[src/rtl/lane_scatter_16_pkg.sv]
// Shared transpose-conv definitions for the lane scatter unit.
// Holds the lane count, lane index width, the 2-state FSM encoding
// (kept as plain constants so legacy code comparing raw bits still works),
// the all-lanes-written mask and a one-hot lane decode helper.
package lane_scatter_16_pkg;

  localparam int unsigned LANES      = 16;
  localparam int unsigned LANE_IDX_W = 4;

  localparam logic [0:0] ST_FILL = 1'b0;
  localparam logic [0:0] ST_FULL = 1'b1;

  localparam logic [LANES-1:0] MASK_FULL = 16'hFFFF;

  function automatic logic [LANES-1:0] lane_onehot(input logic [LANE_IDX_W-1:0] idx);
    logic [LANES-1:0] oh;
    oh      = '0;
    oh[idx] = 1'b1;
    return oh;
  endfunction

endpackage

[src/rtl/lane_scatter_16_lane_reg_bank.sv]
// lane_reg_bank: 16 lane registers of DATA_WIDTH bits.
// Ports:
//   clk, rst  : rising-edge clock, asynchronous active-high reset (clears all lanes)
//   we_i      : write enable
//   widx_i    : 4-bit lane index written when we_i is high
//   wdata_i   : signed word stored bit-exact
//   rdata_o   : flattened read bus, lane k at [k*DATA_WIDTH +: DATA_WIDTH]
module lane_reg_bank
  import lane_scatter_16_pkg::*;
#(
  parameter int unsigned DATA_WIDTH = 16
) (
  input  logic                          clk,
  input  logic                          rst,
  input  logic                          we_i,
  input  logic [LANE_IDX_W-1:0]         widx_i,
  input  logic signed [DATA_WIDTH-1:0]  wdata_i,
  output logic [LANES*DATA_WIDTH-1:0]   rdata_o
);

  logic [DATA_WIDTH-1:0] lane_q [LANES];

  always_ff @(posedge clk or posedge rst) begin
    if (rst) begin
      for (int unsigned i = 0; i < LANES; i++) begin
        lane_q[i] <= '0;
      end
    end else if (we_i) begin
      lane_q[widx_i] <= wdata_i;
    end
  end

  always_comb begin
    rdata_o = '0;
    for (int unsigned i = 0; i < LANES; i++) begin
      rdata_o[i*DATA_WIDTH +: DATA_WIDTH] = lane_q[i];
    end
  end

endmodule

[src/rtl/lane_scatter_16.sv]
// lane_scatter_16: serial-to-parallel scatter into 16 lane registers.
// One signed word is accepted per in_valid/in_ready handshake and steered to
// lane ptr (mode=0, round-robin) or lane in_sel (mode=1). Once every lane has
// been written the full vector is offered on frame_valid/frame_ready.
// Ports:
//   clk, rst               : clock, asynchronous active-high reset
//   mode                   : 0 sequential, 1 addressed (stable per frame)
//   in_valid/in_ready      : input handshake; in_data word, in_sel lane (addressed)
//   frame_valid/ready      : output handshake; frame_data flattened lanes
//   lane_mask              : lanes written in the current frame
//   err_overwrite          : sticky addressed-mode overwrite flag
// Optional: define LANE_SCATTER_OVERWRITE_CHECK_EN to enable err_overwrite;
// otherwise it is tied low.
module lane_scatter_16
  import lane_scatter_16_pkg::*;
#(
  parameter int unsigned DATA_WIDTH = 16
) (
  input  logic                          clk,
  input  logic                          rst,
  input  logic                          mode,
  input  logic                          in_valid,
  output logic                          in_ready,
  input  logic signed [DATA_WIDTH-1:0]  in_data,
  input  logic [LANE_IDX_W-1:0]         in_sel,
  output logic                          frame_valid,
  input  logic                          frame_ready,
  output logic [LANES*DATA_WIDTH-1:0]   frame_data,
  output logic [LANES-1:0]              lane_mask,
  output logic                          err_overwrite
);

  logic [0:0]            state_q, state_d;
  logic [LANE_IDX_W-1:0] ptr_q, ptr_d;
  logic [LANES-1:0]      mask_q, mask_d;
  logic [LANE_IDX_W-1:0] tgt;
  logic [LANES-1:0]      mask_wr;
  logic                  accept;

  assign in_ready    = (state_q == ST_FILL);
  assign frame_valid = (state_q == ST_FULL);
  assign lane_mask   = mask_q;
  assign accept      = in_valid && in_ready;
  assign tgt         = mode ? in_sel : ptr_q;
  // Mask including the write happening this cycle decides completion.
  assign mask_wr     = mask_q | lane_onehot(tgt);

  always_comb begin
    state_d = state_q;
    ptr_d   = ptr_q;
    mask_d  = mask_q;
    if (state_q == ST_FILL) begin
      if (accept) begin
        mask_d = mask_wr;
        if (!mode) begin
          ptr_d = ptr_q + LANE_IDX_W'(1);
        end
        if (mask_wr == MASK_FULL) begin
          state_d = ST_FULL;
        end
      end
    end else begin
      if (frame_ready) begin
        mask_d  = '0;
        ptr_d   = '0;
        state_d = ST_FILL;
      end
    end
  end

  always_ff @(posedge clk or posedge rst) begin
    if (rst) begin
      state_q <= ST_FILL;
      ptr_q   <= '0;
      mask_q  <= '0;
    end else begin
      state_q <= state_d;
      ptr_q   <= ptr_d;
      mask_q  <= mask_d;
    end
  end

  lane_reg_bank #(
    .DATA_WIDTH (DATA_WIDTH)
  ) u_bank (
    .clk     (clk),
    .rst     (rst),
    .we_i    (accept),
    .widx_i  (tgt),
    .wdata_i (in_data),
    .rdata_o (frame_data)
  );

`ifdef LANE_SCATTER_OVERWRITE_CHECK_EN
  logic err_q, err_d;

  assign err_d = err_q | (accept & mode & mask_q[tgt]);

  always_ff @(posedge clk or posedge rst) begin
    if (rst) begin
      err_q <= 1'b0;
    end else begin
      err_q <= err_d;
    end
  end

  assign err_overwrite = err_q;
`else
  assign err_overwrite = 1'b0;
`endif

endmodule
[config.mk]
export PLATFORM = sky130hd
export DESIGN_NAME = lane_scatter_16
export DESIGN_NICKNAME = d
export VERILOG_FILES = /design/src/rtl/lane_scatter_16_pkg.sv /design/src/rtl/lane_scatter_16_lane_reg_bank.sv /design/src/rtl/lane_scatter_16.sv
export SDC_FILE = /design/constraint.sdc
export NUM_CORES = 1
export LEC_CHECK = 0
export BUFFER_PORTS_ARGS = -buffer_cell sky130_fd_sc_hd__buf_2
export CELL_PAD_IN_SITES_DETAIL_PLACEMENT = 0
export CELL_PAD_IN_SITES_GLOBAL_PLACEMENT = 1
export CORE_MARGIN = 5
export CORE_UTILIZATION = 35
export CTS_BUF_LIST = sky130_fd_sc_hd__clkbuf_4
export DETAILED_ROUTE_END_ITERATION = 7
export GPL_TIMING_DRIVEN = 0
export PLACE_DENSITY = 0.68
export SLEW_MARGIN = 30
export SYNTH_ARGS = -nofsm -noshare
export SYNTH_HDL_FRONTEND = slang
export SYNTH_SLANG_ARGS = --single-unit
[constraint.sdc]
create_clock -name clk -period 23.2 [get_ports clk]
set_input_delay 1.16 -clock clk [delete_from_list [all_inputs] [get_ports clk]]
set_output_delay 1.16 -clock clk [all_outputs]
set_load 0.1 [all_outputs]
==> out/metrics.cfg <==
[clocking]
clock_latency_ps = 650
cts_sinks = 277
cts.htree.levels = 3
clk_pin_slew_ps = 60
cts_setup_buffers = 0
cts-buffers-inserted = 76
cts_resized = 0
cts-root-buf = clkbuf_4
cts.path.max_buffers = 3
cts_tree = yes
holdBufCountCts = 0

[grt]
grt_overflow = 0
grtUsageTotal_pct = 18.1
antenna_found_initial = 1
grt_max_degree = 78
grt_pass1_wl_um = 47700
grt_pass1_vias = 7911

[floorplanning]
row_count = 64
io_pins = 300
die_area_um2 = 34500
core_um2 = 30600
die_x_um = 186
die_y_um = 186
start_util_pct = 35.4

[place]
routabilityCongestion = 0.796
dp_cells = 1391
io_buffers = 297
dp.final_hpwl_um = 22200

[sta]
min_period_ps = 2960
drv_slew = 0
period_share_pct = 12.8
worst_slew_pin_slew_ps = 674
rsz0062_at_grt = false
fin_skew_ps = 42.7
timing.hold.ws_ps = 482
hold_viol_final = 0
tns_ps = 0
setup-violations-final = 0
max-slew-margin-rel_pct = 55.1
fmax_mhz = 338

[critical_path]
slowest_delay_ps = 490
timing.critical_path.buf_inv = 2
r2r_end = u_bank.rdata_o[115]
crit_path_start = frame_valid
cp-start-kind = flip-flop
critical_path.cell_chain = inv_1 -> buf_2
cp_num_cells = 2
crit_path_end = in_ready
rr_worst_depth = 5
cp_data_arrival_time_ps = 1800
worstPathRequired_ps = 22040
rrSetupSlack_ps = 20740
critical-path-top-delay-family = buffers and inverters
end_kind = output port
worstReg2RegStart = frame_valid
crit_type = reg -> out
slowest_stage = dfrtp_1
crit_fanout = 9

[route]
first_iter_violations = 305
vias_per_cell = 4.80
wl_per_cell_um = 20.7
wirelength_um = 31300
first_pass_iters = 4
antenna_left = 0
vias = 7277
drc = 0

[cells_and_area]
area_growth_pct = 28.0
finalNetCount = 1099
final_cells = 1516
drive_gt1_share_pct = 63.4
layout_common_cells = buf_2, dfrtp_1, mux2_2, clkbuf_4, nand2_1
layout_commonest_cell = buf_2

[logic_synthesis]
ys_warn_count = 0
synth_cell_types = 50
synth_edf_count = 0
syn_area_um2 = 10800
syn_area_per_cell_um2 = 15.6
synth_cells = 695
synth.ff_latch_count = 277
syn_nets = 721
synth-async-reset-ratio_pct = 100
synth_ff_type = dfrtp_1
ys_seq_area_share_pct = 64.0

[min_path]
hold_path.class = reg -> reg

[outcome]
outcome = completed

[run]
max_cap_viol_count = 0

kinds of logic (layout without fill, tap and decap cells):
family | count (synthesis) | after routing | share of synthesized area [%]
adders and majority gates | 1 | 1 | 0.116
other | 1 | 3 | 0.0346
buffers and inverters | 43 | 466 | 2.02
AOI/OAI and AO/OA | 40 | 40 | 3.01
muxes | 256 | 256 | 26.6
and+or+nand+nor | 76 | 76 | 4.08
xor gates and xnor gates | 1 | 1 | 0.0809
DFF | 277 | 277 | 64.0
stage by stage:
step                      instance area (um^2)  worst slack [ps]  util (%)
after detailed placement                 12900             19960      42.2
final                                    13900             20240      45.3
after floorplan                          10800             14400         -
after global placement                   12800             11100      41.9
after global routing                     13900             20110      45.3
after CTS                                13900             20170      45.3
layout make-up:
type	count	area, um^2
well taps	396	495
flip-flops and latches	277	6930
diodes	2	5.00
fillers	2890	16700
clock inverters	13	129
inverters	3	18.8
repair buffers	300	1570
multi-input cells	375	3670
plain buffers	40	208
clock buffers	110	826
Yosys cell counts, types with 2 or more instances:
| master | n | area (um^2) |
|---|---|---|
| buf_2 | 13 | 65.1 |
| nor3b_1 | 2 | 15.0 |
| nand3b_1 | 4 | 30.0 |
| mux2_1 | 11 | 124 |
| a21oi_4 | 3 | 48.8 |
| a21oi_1 | 6 | 30.0 |
| a22oi_1 | 3 | 22.5 |
| o21ai_0 | 6 | 30.0 |
| inv_1 | 3 | 11.3 |
| nand2_2 | 11 | 68.8 |
| a21o_1 | 5 | 37.5 |
| clkbuf_1 | 17 | 63.8 |
| or3b_1 | 2 | 17.5 |
| a31oi_1 | 2 | 12.5 |
| or2_1 | 2 | 12.5 |
| nand3_1 | 7 | 35.0 |
| nor2b_1 | 3 | 18.8 |
| nand2_1 | 28 | 105 |
| mux2_2 | 245 | 2760 |
| a32o_1 | 2 | 20.0 |
| buf_4 | 9 | 67.6 |
| a22o_1 | 3 | 26.3 |
| nor3_1 | 3 | 15.0 |
| dfrtp_1 | 277 | 6930 |
| nor2_4 | 3 | 33.8 |
layer usage:
| layer | up-vias | GRT usage, % | part of all wire [%] |
|---|---|---|---|
| li1 | 3275 | - | - |
| met1 | 3661 | 23.4 | 43 |
| met2 | 299 | 27.4 | 45 |
| met3 | 42 | 8.34 | 11 |
| met4 | 0 | 5.16 | 1.6 |
| met5 | - | 0 | 0 |
sequential cells by signal (all words and copies together), names as in the netlist:
register,flops
ptr_q,4
u_bank.rdata_o,256
frame_valid,1
lane_mask,16
worst min-delay path by stage:
stage,end,slack [ps],depth (start not counted),start
after floorplan,ptr_q[0],550,2,ptr_q[0]
after global placement,u_bank.rdata_o[144],470,1,u_bank.rdata_o[144]
after detailed placement,u_bank.rdata_o[144],470,1,u_bank.rdata_o[144]
after CTS,u_bank.rdata_o[144],490,1,u_bank.rdata_o[144]
after global routing,u_bank.rdata_o[144],500,1,u_bank.rdata_o[144]
final,u_bank.rdata_o[144],480,1,u_bank.rdata_o[144]
Power is left out: the tool's default activity adds up to more than one toggle a clock period on the data nets, which glitch-free logic cannot reach.
